[config.mk]
export PLATFORM = sky130hd
export DESIGN_NAME = reflet_irq_controller_flat
export DESIGN_NICKNAME = d
export VERILOG_FILES = /design/src/rtl/reflet_irq_controller_if.sv /design/src/rtl/reflet_irq_controller.sv /design/src/flat_wrapper.sv
export SDC_FILE = /design/constraint.sdc
export NUM_CORES = 1
export LEC_CHECK = 0
export BUFFER_PORTS_ARGS = -buffer_cell sky130_fd_sc_hd__buf_2
export CORE_ASPECT_RATIO = 1.1
export CORE_MARGIN = 1.5
export CORE_UTILIZATION = 35
export DETAILED_ROUTE_END_ITERATION = 12
export GPL_TIMING_DRIVEN = 1
export HOLD_SLACK_MARGIN = 0.12
export PLACE_DENSITY = 0.65
export SLEW_MARGIN = 40
export SYNTH_ARGS = -nofsm -noshare
export SYNTH_HDL_FRONTEND = slang
export SYNTH_SLANG_ARGS = --single-unit
[constraint.sdc]
create_clock -name clk -period 2.2 [get_ports clk]
set_input_delay 0.11 -clock clk [delete_from_list [all_inputs] [get_ports clk]]
set_output_delay 0.11 -clock clk [all_outputs]
set_load 0.01 [all_outputs]
[src/rtl/reflet_irq_controller_if.sv]
// System bus bundle for the Reflet interrupt controller: one peripheral select, address,
// write strobe and data in each direction.
interface reflet_irq_controller_if #(
    parameter int unsigned wordsize       = 16,
    parameter int unsigned base_addr_size = 16
);
    logic                      enable;
    logic [base_addr_size-1:0] addr;
    logic                      write_en;
    logic [wordsize-1:0]       data_in;
    logic [wordsize-1:0]       data_out;

    modport master (
        output enable, addr, write_en, data_in,
        input  data_out
    );

    modport slave (
        input  enable, addr, write_en, data_in,
        output data_out
    );
endinterface

[src/rtl/reflet_irq_controller.sv]
// Four-source interrupt controller with mask, pending and in-service registers, strict
// priority nesting (source 0 highest) and an ack/EOI handshake with the CPU.
module reflet_irq_controller #(
    parameter int unsigned              wordsize       = 16,
    parameter int unsigned              base_addr_size = 16,
    parameter logic [base_addr_size-1:0] base_addr     = 16'hFF20
) (
    input  logic                    clk,
    input  logic                    reset,
    reflet_irq_controller_if.slave  bus,
    input  logic [3:0]              irq_in,
    output logic                    irq_out,
    output logic [1:0]              irq_num,
    input  logic                    irq_ack
);

    typedef enum logic [0:0] {StIdle, StReq} state_e;

    state_e     state_q, state_d;
    logic [3:0] mask_q, mask_d;
    logic [3:0] pending_q, pending_d;
    logic [3:0] inserv_q, inserv_d;
    logic [3:0] irq_sync_q, irq_prev_q;
    logic       irq_out_q, irq_out_d;
    logic [1:0] irq_num_q, irq_num_d;

    // Address decode, done one bit wider so base_addr near the top of the map cannot wrap.
    logic [base_addr_size:0] offset_full;
    logic [1:0]              offset;
    logic                    sel;
    logic                    wr_mask, wr_pend, wr_eoi;

    assign offset_full = {1'b0, bus.addr} - {1'b0, base_addr};
    assign offset      = offset_full[1:0];
    assign sel         = bus.enable && (bus.addr >= base_addr)
                         && (offset_full[base_addr_size:2] == '0);
    assign wr_mask     = sel && bus.write_en && (offset == 2'd0);
    assign wr_pend     = sel && bus.write_en && (offset == 2'd1);
    assign wr_eoi      = sel && bus.write_en && (offset == 2'd3);

    logic unused_data;
    assign unused_data = ^bus.data_in[wordsize-1:4];

    logic [wordsize-1:0] rdata;
    always_comb begin
        rdata = '0;
        if (sel) begin
            unique case (offset)
                2'd0:    rdata[3:0] = mask_q;
                2'd1:    rdata[3:0] = pending_q;
                2'd2:    rdata[3:0] = inserv_q;
                default: rdata      = '0;
            endcase
        end
    end
    assign bus.data_out = rdata;

    // Isolating the lowest set bit turns priority comparison into a plain magnitude compare.
    logic [3:0] pm, cand_oh, ins_oh, rise;
    logic [1:0] cand_idx;
    logic       eligible;

    assign pm       = pending_q & mask_q;
    assign cand_oh  = pm & (~pm + 4'd1);
    assign ins_oh   = inserv_q & (~inserv_q + 4'd1);
    assign eligible = (pm != 4'd0) && ((inserv_q == 4'd0) || (cand_oh < ins_oh));
    assign rise     = irq_sync_q & ~irq_prev_q;

    always_comb begin
        cand_idx = 2'd0;
        for (int i = 3; i >= 0; i--) begin
            if (pm[i]) cand_idx = 2'(i);
        end
    end

    logic [3:0] ack_bit, w1c, eoi_clr;

    always_comb begin
        state_d   = state_q;
        irq_out_d = irq_out_q;
        irq_num_d = irq_num_q;
        ack_bit   = 4'd0;
        unique case (state_q)
            StIdle: begin
                if (eligible) begin
                    state_d   = StReq;
                    irq_out_d = 1'b1;
                    irq_num_d = cand_idx;
                end
            end
            StReq: begin
                if (irq_ack) begin
                    ack_bit   = 4'b0001 << irq_num_q;
                    state_d   = StIdle;
                    irq_out_d = 1'b0;
                end else if (!pm[irq_num_q]) begin
                    state_d   = StIdle;
                    irq_out_d = 1'b0;
                end
            end
            default: begin
                state_d   = StIdle;
                irq_out_d = 1'b0;
            end
        endcase

        w1c       = wr_pend ? bus.data_in[3:0] : 4'd0;
        eoi_clr   = wr_eoi ? ins_oh : 4'd0;
        mask_d    = wr_mask ? bus.data_in[3:0] : mask_q;
        // A fresh edge wins over a software clear of the same bit.
        pending_d = (pending_q & ~w1c & ~ack_bit) | rise;
        inserv_d  = (inserv_q & ~eoi_clr) | ack_bit;
    end

    always_ff @(posedge clk) begin
        if (reset) begin
            state_q    <= StIdle;
            mask_q     <= 4'd0;
            pending_q  <= 4'd0;
            inserv_q   <= 4'd0;
            irq_sync_q <= 4'd0;
            irq_prev_q <= 4'd0;
            irq_out_q  <= 1'b0;
            irq_num_q  <= 2'd0;
        end else begin
            state_q    <= state_d;
            mask_q     <= mask_d;
            pending_q  <= pending_d;
            inserv_q   <= inserv_d;
            irq_sync_q <= irq_in;
            irq_prev_q <= irq_sync_q;
            irq_out_q  <= irq_out_d;
            irq_num_q  <= irq_num_d;
        end
    end

    assign irq_out = irq_out_q;
    assign irq_num = irq_num_q;

endmodule

[src/flat_wrapper.sv]
// flat-port wrapper written by rule: the top's interface ports become plain ports
module reflet_irq_controller_flat 
#(
    parameter int unsigned              wordsize       = 16,
    parameter int unsigned              base_addr_size = 16,
    parameter logic [base_addr_size-1:0] base_addr     = 16'hFF20
)
  (clk, reset, irq_in, irq_out, irq_num, irq_ack, bus_enable, bus_addr, bus_write_en, bus_data_in, bus_data_out);
  reflet_irq_controller_if #(.wordsize(wordsize), .base_addr_size(base_addr_size)) bus_i ();
  input  logic clk;
  input  logic reset;
  input  logic [3:0] irq_in;
  output logic irq_out;
  output logic [1:0] irq_num;
  input  logic irq_ack;
  input wire logic [$bits(bus_i.enable)-1:0] bus_enable;
  input wire logic [$bits(bus_i.addr)-1:0] bus_addr;
  input wire logic [$bits(bus_i.write_en)-1:0] bus_write_en;
  input wire logic [$bits(bus_i.data_in)-1:0] bus_data_in;
  output wire logic [$bits(bus_i.data_out)-1:0] bus_data_out;
  assign bus_i.enable = bus_enable;
  assign bus_i.addr = bus_addr;
  assign bus_i.write_en = bus_write_en;
  assign bus_i.data_in = bus_data_in;
  assign bus_data_out = bus_i.data_out;
  reflet_irq_controller #(.wordsize(wordsize), .base_addr_size(base_addr_size), .base_addr(base_addr)) u_core (.clk(clk), .reset(reset), .bus(bus_i), .irq_in(irq_in), .irq_out(irq_out), .irq_num(irq_num), .irq_ack(irq_ack));
endmodule
# Word level (Yosys, flattened, before mapping)
# Index checks and enable logic that the tools add are counted.
[classes]
magnitude_cmp = 3
bitwise = 16
muxes = 20
div = 0
reduce_logical = 14
mul = 0
addsub = 3
n_eq_ne = 5
shifts = 1
[op_table]
columns = ["operator", "count"]
rows = [
  ["AND 4 bit", 7],
  ["inverter 4 bit", 6],
  ["2-to-1 mux 4 bit", 5],
  ["subtractor 16 x 16 -> 17 bit (second input constant)", 1],
  ["greater-or-equal comparator 16 bit (second input constant)", 1],
  ["logical NOT 15 bit", 1],
  ["case mux 4 bit (3 select lines)", 1],
  ["adder 4 x 1 -> 4 bit (second input constant)", 2],
  ["2-to-1 mux 2 bit", 4],
  ["OR 4 bit", 2],
  ["logical AND 1 bit", 7],
  ["2-to-1 mux 1 bit", 7],
  ["== test 2 bit (second input constant)", 2],
  ["logical NOT 4 bit", 1],
  ["< comparator 4 bit", 1],
  ["case mux 1 bit (2 select lines)", 2],
  ["AND reduction 2 bit", 2],
  ["nonzero test 4 bit", 1],
  ["left shift 1 x 2 -> 4 bit (first input constant)", 1],
  ["< comparator 2 x 3 -> 1 bit (second input constant)", 1],
  ["!= test 3 bit (second input constant)", 1],
  ["binary-select mux 1 bit (select 2 bit)", 1],
  ["== test 2 x 1 -> 1 bit (second input constant)", 1],
  ["logical NOT 2 bit", 1],
  ["3 further kinds", 3],
]
[totals]
elab_cells = 70
out_inout_bits = 19
register_bits = 24
n_memories = 0
input_bits = 41
mem_bits_rw = 0
mem_bits_ro = 0
latch_bits = 0

# Logic depth before layout (Yosys ltp)
# Gate-level depths: netlist of run 1.
[depth]
ltp_word = 10
ltp_mapped = 9
depth_no_buf = 9

# Worst setup path before layout of run 1
# OpenSTA, ideal clock, no wires.
[synth_path]
kind = "reg-to-reg"
startpoint = "register u_core.inserv_q[1]"
endpoint = "register u_core.irq_num_q[0], in the netlist u_core.irq_num[0]"
setup_slack_ns = 0.579
stages_incl_launch_ff = 8
arrival_time_ns = 1.494
t_required_ns = 2.073
n_path_buf = 0
cell_sequence = "dfxtp_1 > nor3_2 > nand2_1 > ha_1 > or3_1 > o22ai_2 > o21ai_1 > mux2i_1"
[synth_via]
elab_chain_len = 7
[synth_rtl]
columns = ["item", "line_no", "source"]
rows = [
  ["start: declaration", "reflet_irq_controller.sv:22", "logic [3:0] inserv_q, inserv_d;"],
  ["start signal: assignment", "reflet_irq_controller.sv:129", "inserv_q <= inserv_d;"],
  ["inverter 4 bit", "reflet_irq_controller.sv:65", "assign ins_oh = inserv_q & (~inserv_q + 4'd1);"],
  ["adder 4 x 1 -> 4 bit", "reflet_irq_controller.sv:65", ""],
  ["AND 4 bit", "reflet_irq_controller.sv:65", ""],
  ["< comparator 4 bit", "reflet_irq_controller.sv:66", "assign eligible = (pm != 4'd0) && ((inserv_q == 4'd0) || (cand_oh < ins_oh));"],
  ["logical OR 1 bit (*)", "reflet_irq_controller.sv:66", ""],
  ["logical AND 1 bit (*)", "reflet_irq_controller.sv:66", ""],
  ["AND reduction 2 bit (no line) (*)", "-", ""],
  ["end signal: assignment", "reflet_irq_controller.sv:133", "irq_num_q <= irq_num_d;"],
  ["end: declaration", "reflet_irq_controller.sv:25", "logic [1:0] irq_num_q, irq_num_d;"],
]
# Every way passes the cells marked *; elsewhere a longest branch is shown, timed or not.
# A chain may end at the register's enable or synchronous reset.

# Final worst setup path of run 1
[layout_path]
startpoint = "register u_core.pending_q[1]"
endpoint = "register u_core.irq_num_q[0], in the netlist u_core.irq_num[0]"
[layout_via]
elab_chain_len = 8
[layout_rtl]
columns = ["item", "line_no", "source"]
rows = [
  ["start: declaration", "reflet_irq_controller.sv:21", "logic [3:0] pending_q, pending_d;"],
  ["start signal: assignment", "reflet_irq_controller.sv:128", "pending_q <= pending_d;"],
  ["AND 4 bit (*)", "reflet_irq_controller.sv:63", "assign pm = pending_q & mask_q;"],
  ["inverter 4 bit", "reflet_irq_controller.sv:64", "assign cand_oh = pm & (~pm + 4'd1);"],
  ["adder 4 x 1 -> 4 bit", "reflet_irq_controller.sv:64", ""],
  ["AND 4 bit", "reflet_irq_controller.sv:64", ""],
  ["< comparator 4 bit", "reflet_irq_controller.sv:66", ""],
  ["logical OR 1 bit", "reflet_irq_controller.sv:66", ""],
  ["logical AND 1 bit", "reflet_irq_controller.sv:66", ""],
  ["AND reduction 2 bit (no line)", "-", ""],
]
# Marks and branches as above.

==> impl_metrics.json, run 1 <==
{
  "run_status": "finished, final reports clean",
  "worst-endpoint-arrival_ns": 2.03,
  "worst-setup-path-type": "reg2reg",
  "synth_seq_area_share_pct": 34.3,
  "grt_pass1_vias": 1217,
  "critical_path.endpoint_type": "flop",
  "route.antenna.remaining_nets": 0,
  "max_clock_freq_ghz": 0.548,
  "postCtsSetupBuffers": 0,
  "synth_edf_count": 0,
  "route.detailed.wl_per_inst_um": 11.3,
  "clockBufferDepth": 2,
  "layout_setup_ws_ns": 0.376,
  "cts_buffers": 3,
  "setup_tns_ns": 0,
  "post_synthesis_cells": 167,
  "shortest_clock_period_the_worst_path_allows_after_layout_ns": 1.82,
  "number_of_cells_upsized_or_downsized_after_cts": 0,
  "route.vias.total": 1274,
  "post-synth-top-count-cell": "sky130_fd_sc_hd__dfxtp_1",
  "detail_route.drc_violations": 0,
  "finalSetupViolations": 0,
  "synth.top_cells.by_count": "sky130_fd_sc_hd__dfxtp_1, sky130_fd_sc_hd__nand2_1, sky130_fd_sc_hd__buf_4, sky130_fd_sc_hd__nor2_1",
  "cell_taking_the_most_area_after_synthesis": "sky130_fd_sc_hd__dfxtp_1",
  "ys_seq_elements": 24,
  "clk_tree_root_cell": "sky130_fd_sc_hd__clkbuf_8",
  "synthesis.area_mm2": 0.00140,
  "layout_cells_sized_above_1_pct": 22.9,
  "cts.sink_count": 24,
  "design.core.area_mm2": 0.00374,
  "n_antenna_cell": 0,
  "final_weighted_congestion_in_routability_driven_placement": 0.849,
  "area_growth_pct": 23.5,
  "crit_path_start_kind": "flop",
  "met1Wirelength_um": 1280,
  "grt_pass1_wl_um": 5020,
  "finalHoldWorstSlack_ns": 0.174,
  "firstDrtPassIters": 4,
  "ioPinCount": 60,
  "worst_ep_required_ns": 2.41,
  "worst_ir_drop_vdd_uv": 393,
  "path_clk_slew_ns": 0.09,
  "total_gr_overflow": 0,
  "start_util_pct": 37.4,
  "hold_path_class": "in2reg",
  "rsz0062_at_grt": "false",
  "wl_met2_um": 1460,
  "design.final.nets": 256,
  "post_drt_via_cell_ratio": 4.90,
  "timing.final.hold_violations": 0,
  "r2r-start": "u_core.pending_q[1]$_SDFF_PP0_",
  "ys.warnings.count": 0,
  "dominantRegCellSynth": "sky130_fd_sc_hd__dfxtp_1",
  "track_usage_pct": 13.9,
  "powerDensity_mw_per_mm2": 552,
  "ctsHoldBuffers": 8,
  "wl_met3_um": 135,
  "io_buffer_count": 35,
  "drv_cap": 0,
  "cts_tree": "built",
  "detailedPlacementHpwl_um": 2270,
  "grt_max_degree": 28,
  "yosys-top-cells-area": "sky130_fd_sc_hd__dfxtp_1, sky130_fd_sc_hd__mux2i_1, sky130_fd_sc_hd__buf_4, sky130_fd_sc_hd__nand2_1, sky130_fd_sc_hd__nand2b_1",
  "synth_cell_types": 40,
  "chipHeight_um": 69.3,
  "syn_area_cell_um2": 8.38,
  "grt_antenna_before_repair": 0,
  "drtIter0Drc": 31,
  "h-tree-depth": 1,
  "num_rows": 23,
  "slew_violations": 0,
  "worst_hold_startpoint": "irq_ack",
  "synth_async_sr_flop_share_pct": 0,
  "highest_layer": "met4",
  "final_min_period_over_clock_period_pct": 82.9,
  "postRouteWirelength_um": 2930,
  "critPathMaxFanout": 5,
  "place_worst_setup_slack_ns": 0.393,
  "design.die.area_mm2": 0.00439,
  "clkLatencyLatePin_ns": 0.27,
  "crit_start": "u_core.pending_q[1]$_SDFF_PP0_",
  "static-leakage-power_nw": 0.799,
  "skew_ns": 0.00406,
  "fp.dieW_um": 63.3,
  "synth_top_area_share_pct": 34.3
}
cell families (layout without fill, tap and decap cells):
kind of cell,count (synthesis),count (layout),synth area share (%)
and+or+nand+nor,75,75,30.2
AOI/OAI and AO/OA,28,28,13.7
buffers and inverters,25,57,9.92
DFF,24,24,34.3
muxes,10,10,8.04
adders and majority gates,4,4,3.57
other,1,12,0.268
flip-flops by register name, summed over array words and instances, names as in the netlist:
name,count
u_core.irq_num,2
u_core.irq_prev_q,4
u_core.irq_out,1
u_core.mask_q,4
u_core.irq_sync_q,4
u_core.pending_q,4
u_core.inserv_q,4
u_core.state_q,1
worst paths after layout:
kind | end | slack (ns) | cells after the start
worst max-delay path | u_core.irq_num[0]$_SDFFE_PP0P_ | 0.38 | 9
worst min-delay path | u_core.state_q$_SDFF_PP0_ | 0.17 | 4
worst max register to register | u_core.irq_num[0]$_SDFFE_PP0P_ | 0.38 | 9
worst min register to register | u_core.irq_prev_q[0]$_SDFF_PP0_ | 0.45 | 2
worst max-delay path: stages (launching register included):
cell                      delay [ns]
sky130_fd_sc_hd__dfxtp_1        0.36
sky130_fd_sc_hd__nand2_1        0.15
sky130_fd_sc_hd__nand2_1        0.13
sky130_fd_sc_hd__nor2_1         0.06
sky130_fd_sc_hd__ha_1           0.26
sky130_fd_sc_hd__o21ai_0        0.07
sky130_fd_sc_hd__a31oi_1        0.19
sky130_fd_sc_hd__o22ai_2        0.13
sky130_fd_sc_hd__o21ai_1        0.19
sky130_fd_sc_hd__mux2i_1        0.21
routing by layer:
metal,vias to the layer above,track usage (%)
met5,-,0
met4,0,4.83
met3,6,3.08
met2,37,24.0
met1,579,16.9
li1,652,-
placed cells by master, fill, tap and decap left out, drive strengths merged, types with 2 or more instances in the layout:
master | Yosys | final
a21oi | 6 | 6
buf | 13 | 35
and2 | 4 | 4
a31oi | 2 | 2
nor2 | 12 | 12
nor2b | 6 | 6
nand3 | 3 | 3
nand4b | 2 | 2
mux2i | 9 | 9
o221ai | 4 | 4
ha | 4 | 4
o21ai | 8 | 8
nand2b | 10 | 10
o22ai | 2 | 2
dlygate4sd3 | 0 | 8
nand4 | 7 | 7
nand2 | 19 | 19
nor3 | 2 | 2
dfxtp | 24 | 24
clkbuf | 2 | 3
conb | 1 | 12
nand3b | 4 | 4
inv | 10 | 10
or3 | 2 | 2
metrics by stage:
stage	util, %	instances	total power [mW]	cell area (µm²)
after floorplan	-	178	0.540	1440
after global placement	42.2	248	0.562	1580
after detailed placement	42.2	248	0.564	1580
after CTS	46.2	260	0.961	1730
after global routing	46.2	260	0.998	1730
final	46.2	260	0.955	1730
cell type report:
type                       instances  area, µm²
clock buffer                       3       41.3
clock inverter                     1       30.0
fill                             380       2010
inverter                          10       37.5
multi-input combinational        129        822
sequential                        24        480
tap                               50       62.6
timing repair buffer              43        255
report_power, final:
group | switching, mW | internal (mW) | total [mW]
Clock | 0.147 | 0.243 | 0.390
Combinational | 0.0494 | 0.0520 | 0.101
Sequential | 0.0119 | 0.451 | 0.463
Power figures use the tool's default switching activity.
==> run 2, diff against run 1 <==
--- a/config.mk
+++ b/config.mk
@@ -5,6 +5,7 @@
 export SDC_FILE = /design/constraint.sdc
 export NUM_CORES = 1
 export LEC_CHECK = 0
+export ABC_AREA = 1
 export BUFFER_PORTS_ARGS = -buffer_cell sky130_fd_sc_hd__buf_2
 export CORE_ASPECT_RATIO = 1.1
 export CORE_MARGIN = 1.5
@@ -12,7 +13,7 @@
 export DETAILED_ROUTE_END_ITERATION = 12
 export GPL_TIMING_DRIVEN = 1
 export HOLD_SLACK_MARGIN = 0.12
-export PLACE_DENSITY = 0.65
+export PLACE_DENSITY = 0.64
 export SLEW_MARGIN = 40
 export SYNTH_ARGS = -nofsm -noshare
 export SYNTH_HDL_FRONTEND = slang
==> constraint.sdc (replaced) <==
create_clock -name clk -period 1.8 [get_ports clk]
set_input_delay 0.09 -clock clk [delete_from_list [all_inputs] [get_ports clk]]
set_output_delay 0.09 -clock clk [all_outputs]
set_load 0.01 [all_outputs]
==> run 2 against run 1 <==
Effect of this change:
- die area grew 6.0%
- first-iteration DRC count grew 26%
- clock skew is 0.0022 ns lower
- highest routed layer unchanged
==> impl_metrics.json, run 2 <==
{
  "powerDensity_mw_per_mm2": 603,
  "path_clk_slew_ns": 0.09,
  "skew_ns": 0.00181,
  "final_weighted_congestion_in_routability_driven_placement": 0.784,
  "place.detailed.instances": 329,
  "final-seq-area_um2": 482,
  "finalNonFillerCells": 342,
  "finalHoldWorstSlack_ns": 0.155,
  "run_status": "finished, final reports clean",
  "synth_edf_count": 0,
  "post_dp_cell_area_mm2": 0.00174,
  "final_design_area_excluding_fillers_mm2": 0.00193,
  "postRouteWirelength_um": 3200,
  "layout_cells_sized_above_1_pct": 24.1,
  "finalSetupViolations": 0,
  "area_occupied_by_multi_input_gates_um2": 822,
  "reg2reg_setup_slack_ns": 0.14,
  "r2r-start": "u_core.mask_q[0]$_SDFFE_PP0P_",
  "synth_top_area_share_pct": 32.3,
  "post_route_total_power_mw": 1.16,
  "layout_setup_ws_ns": 0.143,
  "design.core.area_mm2": 0.00402,
  "cts_tree": "built",
  "n_antenna_cell": 0,
  "detailedPlacementHpwl_um": 2500,
  "firstDrtPassIters": 4,
  "h-tree-depth": 1,
  "mostFrequentLayoutCells": "sky130_fd_sc_hd__nand2_1, sky130_fd_sc_hd__inv_1, sky130_fd_sc_hd__buf_2, sky130_fd_sc_hd__nor2_1, sky130_fd_sc_hd__dfxtp_1",
  "route.detailed.wl_per_inst_um": 9.35,
  "design.die.area_mm2": 0.00465,
  "chipHeight_um": 71.4,
  "max_clock_freq_ghz": 0.603,
  "syn_area_cell_um2": 6.30,
  "post_drt_via_cell_ratio": 4.28,
  "drv_cap": 0,
  "synth_async_sr_flop_share_pct": 0,
  "shortest_clock_period_the_worst_path_allows_after_layout_ns": 1.66,
  "cts_buffers": 3,
  "layout.filler_cells": 438,
  "setup_tns_ns": 0,
  "worst_ir_drop_vdd_uv": 357,
  "layout.core_utilization_pct": 47.9,
  "holdPathStages": 4,
  "ys.warnings.count": 0,
  "crit_path_start_kind": "flop",
  "total_gr_overflow": 0,
  "drtIter0Drc": 39,
  "yosys-top-cells-area": "sky130_fd_sc_hd__dfxtp_1, sky130_fd_sc_hd__nand2_1, sky130_fd_sc_hd__inv_1, sky130_fd_sc_hd__nor2_1, sky130_fd_sc_hd__buf_4",
  "start_util_pct": 37.0,
  "place_worst_setup_slack_ns": 0.0755,
  "clkLatencyLatePin_ns": 0.27,
  "rsz0062_at_grt": "false",
  "final_min_period_over_clock_period_pct": 92.1,
  "timing.final.hold_violations": 0,
  "worst_hold_startpoint": "irq_ack",
  "synth_seq_area_share_pct": 32.3,
  "layout.cells.most_common": "sky130_fd_sc_hd__nand2_1",
  "worst_r2r_endpoint": "u_core.irq_num[0]$_SDFFE_PP0P_",
  "route.vias.total": 1464,
  "io_buffer_count": 35,
  "synth_cell_types": 27,
  "critPathMaxFanout": 5,
  "post-synth-top-count-cell": "sky130_fd_sc_hd__nand2_1",
  "grt_antenna_before_repair": 0,
  "ys_seq_elements": 24,
  "clk_tree_root_cell": "sky130_fd_sc_hd__clkbuf_8",
  "rr_worst_depth": 11,
  "design.final.nets": 336,
  "ioPinCount": 60,
  "route.antenna.remaining_nets": 0,
  "dominantRegCellSynth": "sky130_fd_sc_hd__dfxtp_1",
  "hold_path_end": "u_core.state_q$_SDFF_PP0_",
  "fp.dieW_um": 65.2,
  "grt_pass1_wl_um": 5510,
  "synthesis.area_mm2": 0.00149,
  "num_rows": 24,
  "track_usage_pct": 15.1,
  "worst-setup-path-type": "reg2reg",
  "clockBufferDepth": 2,
  "cts.sink_count": 24,
  "grt_pass1_vias": 1372,
  "area_growth_pct": 29.5,
  "post_synthesis_cells": 236,
  "cell_taking_the_most_area_after_synthesis": "sky130_fd_sc_hd__dfxtp_1",
  "grt_max_degree": 16,
  "synth.top_cells.by_count": "sky130_fd_sc_hd__nand2_1, sky130_fd_sc_hd__inv_1, sky130_fd_sc_hd__nor2_1, sky130_fd_sc_hd__dfxtp_1, sky130_fd_sc_hd__a21oi_1",
  "hold_path_class": "in2reg",
  "worst_ep_required_ns": 2.02,
  "slew_violations": 0,
  "detail_route.drc_violations": 0,
  "critical_path.endpoint_type": "flop",
  "static-leakage-power_nw": 1.01,
  "worst-endpoint-arrival_ns": 1.88
}
==> run 2: routing by layer <==
metal  vias up  share of wire, %  track usage, %
met1       609                46            17.1
met3         5               4.0            1.73
met2        38                48            27.8
met5         -                 0               0
li1        812                 -               -
met4         0               2.1            7.64
==> run 2: kinds of logic after synthesis <==
group | synth area share [%]
buf+inv | 17.3
other cells | 0.252
fa+ha+maj | 3.36
flops | 32.3
simple gates | 38.3
compound gates | 8.50
==> run 2: worst max-delay path, stage by stage, from the launching register on <==
cell and delay [ns]:
sky130_fd_sc_hd__dfxtp_1 0.37, sky130_fd_sc_hd__nand2_2 0.12, sky130_fd_sc_hd__nand2_2 0.11, sky130_fd_sc_hd__nor2_1 0.06, sky130_fd_sc_hd__ha_1 0.30, sky130_fd_sc_hd__a21oi_1 0.15, sky130_fd_sc_hd__nand2_1 0.06, sky130_fd_sc_hd__nand2_1 0.12
sky130_fd_sc_hd__nand3_2 0.12, sky130_fd_sc_hd__nand2_1 0.08, sky130_fd_sc_hd__nand2_1 0.04, sky130_fd_sc_hd__nor2_1 0.07
==> run 2: cell type report <==
type                    instances  share of cell area [%]
inverters                      43                    8.51
repair buffers                 52                    16.8
multi-input cells             167                    42.7
well taps                      52                    3.38
clock inverters                 1                    1.56
clock buffers                   3                    2.14
flip-flops and latches         24                    25.0
==> run 2: where the power goes <==
part	total, mW	switching, mW	internal (mW)	leakage, nW
Clock	0.479	0.181	0.298	0.0357
Combinational	0.130	0.0731	0.0569	0.774
Sequential	0.553	0.00682	0.546	0.196
==> run 2: how the worst max path moves through the flow <==
stage | start | slack, ns | to
after CTS | u_core.mask_q[0]$_SDFFE_PP0P_ | 0.04 | u_core.irq_num[0]$_SDFFE_PP0P_
after global routing | u_core.pending_q[0]$_SDFF_PP0_ | 0.005 | u_core.irq_num[0]$_SDFFE_PP0P_
final | u_core.mask_q[0]$_SDFFE_PP0P_ | 0.14 | u_core.irq_num[0]$_SDFFE_PP0P_
after floorplan | u_core.inserv_q[1]$_SDFF_PP0_ | 0.27 | u_core.irq_num[0]$_SDFFE_PP0P_
after global placement | u_core.mask_q[0]$_SDFFE_PP0P_ | 0.08 | u_core.irq_num[0]$_SDFFE_PP0P_
after detailed placement | u_core.mask_q[0]$_SDFFE_PP0P_ | 0.08 | u_core.irq_num[0]$_SDFFE_PP0P_
==> run 2: repair_timing <==
| action | 4_1_cts | 5_1_grt |
|---|---|---|
| gates resized for setup | 0 | 9 |
| setup buffers | 0 | 1 |
| hold buffers | 8 | 0 |
| endpoints found under the hold margin | 11 | 0 |
| endpoints found under the setup margin | 0 | 4 |
==> run 3, diff against run 2 <==
--- a/config.mk
+++ b/config.mk
@@ -14,6 +14,7 @@
 export GPL_TIMING_DRIVEN = 1
 export HOLD_SLACK_MARGIN = 0.12
 export PLACE_DENSITY = 0.64
+export REMOVE_ABC_BUFFERS = 1
 export SLEW_MARGIN = 40
 export SYNTH_ARGS = -nofsm -noshare
 export SYNTH_HDL_FRONTEND = slang
==> constraint.sdc (replaced) <==
create_clock -name clk -period 1.67 [get_ports clk]
set_input_delay 0.0835 -clock clk [delete_from_list [all_inputs] [get_ports clk]]
set_output_delay 0.0835 -clock clk [all_outputs]
set_load 0.01 [all_outputs]
==> run 3 against run 2 <==
Effect of this change:
- hold slack improved by 0.0018 ns
- setup slack got worse by 0.035 ns
- clock skew rose by 0.0019 ns
- design area rose by 3.9%
- global-route usage fell by 0.33 points
- register-to-register slack got worse by 0.03 ns
- largest cell class unchanged
- via count rose by 2.6%
- critical path type unchanged
- critical path depth rose by 1
- routed wire length barely moved
==> impl_metrics.json, run 3 (same netlist as run 2, synthesis figures left out) <==
{
  "cts_tree": "built",
  "worst_path_most_repeated_cell": "sky130_fd_sc_hd__nand2_1",
  "io_buffer_count": 35,
  "reg2reg_setup_slack_ns": 0.11,
  "worst-setup-path-type": "reg2reg",
  "holdPathStages": 4,
  "rr_worst_depth": 12,
  "hold_path_end": "u_core.state_q$_SDFF_PP0_",
  "timing.final.hold_violations": 0,
  "cts.sink_count": 24,
  "clkLatencyLatePin_ns": 0.26,
  "timing.critical_path.max_delay_family": "simple AND/OR/NAND/NOR gates",
  "crit_path_start_kind": "flop",
  "critPathMaxStageDelay_ns": 0.36,
  "grt_max_degree": 16,
  "n_antenna_cell": 0,
  "worst_r2r_endpoint": "u_core.irq_num[0]$_SDFFE_PP0P_",
  "critical-path-slowest-cell": "sky130_fd_sc_hd__dfxtp_4",
  "final_design_area_excluding_fillers_mm2": 0.00200,
  "post_dp_cell_area_mm2": 0.00180,
  "max_clock_freq_ghz": 0.640,
  "finalSetupViolations": 0,
  "final_min_period_over_clock_period_pct": 93.5,
  "design.die.area_mm2": 0.00465,
  "shortest_clock_period_the_worst_path_allows_after_layout_ns": 1.56,
  "route.detailed.wl_per_inst_um": 9.15,
  "critPathMaxFanout": 4,
  "firstDrtPassIters": 4,
  "finalNonFillerCells": 349,
  "num_rows": 24,
  "total_gr_overflow": 0,
  "drv_cap": 0,
  "layout.filler_cells": 429,
  "fp.dieW_um": 65.2,
  "worst-endpoint-arrival_ns": 1.72,
  "detail_route.drc_violations": 0,
  "hold_path_class": "in2reg",
  "critPathBufInv": 1,
  "critical_path.endpoint_type": "flop",
  "h-tree-depth": 1,
  "path_clk_slew_ns": 0.08,
  "worst_hold_startpoint": "irq_ack",
  "slew_violations": 0,
  "place.detailed.instances": 337,
  "worst_ep_required_ns": 1.83,
  "powerDensity_mw_per_mm2": 530,
  "area_occupied_by_multi_input_gates_um2": 857,
  "run_status": "finished, final reports clean",
  "track_usage_pct": 14.8,
  "grt_pass1_wl_um": 5520,
  "start_util_pct": 37.0,
  "clk_tree_root_cell": "sky130_fd_sc_hd__clkbuf_8",
  "crit_chain": "nor3_2 -> nand2_1 -> ha_4 -> nand2_1 -> inv_2 -> nand2_1 -> nand2_1 -> nand2_2 -> nand3_4 -> nand2_1 -> nand2_1 -> nor2_1",
  "postRouteWirelength_um": 3190,
  "mostFrequentLayoutCells": "sky130_fd_sc_hd__nand2_1, sky130_fd_sc_hd__inv_1, sky130_fd_sc_hd__buf_2, sky130_fd_sc_hd__nor2_1",
  "grt_antenna_before_repair": 0,
  "worst_ir_drop_vdd_uv": 523,
  "layout_cells_sized_above_1_pct": 30.6,
  "route.antenna.remaining_nets": 0,
  "route.vias.total": 1502,
  "drtIter0Drc": 32,
  "r2r-start": "u_core.inserv_q[0]$_SDFF_PP0_",
  "cts_buffers": 3,
  "final-seq-area_um2": 492,
  "area_growth_pct": 34.6,
  "detailedPlacementHpwl_um": 2530,
  "clockBufferDepth": 2,
  "skew_ns": 0.00372,
  "post_drt_via_cell_ratio": 4.30,
  "final_weighted_congestion_in_routability_driven_placement": 0.799,
  "chipHeight_um": 71.4,
  "design.final.nets": 344,
  "grt_pass1_vias": 1380,
  "static-leakage-power_nw": 1.03,
  "ioPinCount": 60,
  "layout.cells.most_common": "sky130_fd_sc_hd__nand2_1",
  "design.core.area_mm2": 0.00402
}
-- run 3: layer usage --
| metal | global-route usage (%) | part of all wire, % | vias up |
|---|---|---|---|
| met1 | 17.5 | 45 | 637 |
| met5 | 0 | 0 | - |
| li1 | - | - | 828 |
| met3 | 2.35 | 4.6 | 2 |
| met4 | 4.17 | 0.91 | 0 |
| met2 | 27.4 | 49 | 35 |
-- run 3: how the worst max path moves through the flow --
stage,end,cells past startpoint,from
after detailed placement,u_core.irq_num[0]$_SDFFE_PP0P_,11,u_core.inserv_q[1]$_SDFF_PP0_
after floorplan,u_core.irq_num[0]$_SDFFE_PP0P_,9,u_core.inserv_q[1]$_SDFF_PP0_
after global placement,u_core.irq_num[0]$_SDFFE_PP0P_,11,u_core.inserv_q[1]$_SDFF_PP0_
final,u_core.irq_num[0]$_SDFFE_PP0P_,12,u_core.inserv_q[0]$_SDFF_PP0_
after global routing,u_core.irq_num[0]$_SDFFE_PP0P_,12,u_core.inserv_q[0]$_SDFF_PP0_
after CTS,u_core.irq_num[0]$_SDFFE_PP0P_,12,u_core.mask_q[0]$_SDFFE_PP0P_
-- run 3: metrics by stage --
stage	power (mW)	util [%]	worst slack, ns	hold slack [ns]	setup TNS, ns
global placement	0.732	44.6	0.0127	0.282	0
detailed placement	0.734	44.6	-0.0511	0.291	-0.0511
global route	1.12	49.8	-0.0149	0.167	-0.0155
CTS	1.08	47.9	0.0187	0.156	0
floorplan	0.673	-	0.138	0.153	0
finish	1.06	49.8	0.108	0.157	0
-- run 3: area by class of cell --
type / instances / share of cell area [%]
multi-input combinational: 167 / 42.8
sequential: 24 / 24.6
timing repair buffer: 60 / 19.1
inverter: 43 / 8.19
tap: 52 / 3.25
clock buffer: 3 / 2.06
-- run 3: where the power goes --
part / switching [mW] / internal, mW / leakage (nW)
clock network: 0.165 / 0.161 / 0.0216
logic: 0.0781 / 0.0613 / 0.813
registers: 0.00752 / 0.588 / 0.199
total: 0.251 / 0.810 / 1.03
-- run 3: worst min-delay path: cells and delay by family --
family / cells / cell delay (ns)
AND/OR/NAND/NOR: 1 / 0.07
buffers and inverters: 1 / 0.10
AO/OA/AOI/OAI: 2 / 0.11
-- run 3: repair_timing --
action                     in CTS  in global routing
pin swaps                       0                  4
gates cloned                    0                  0
hold endpoints to repair       11                  0
hold buffers                    8                  0
buffers inserted                0                  1
resized for setup               2                 23
setup endpoints to repair       2                  4
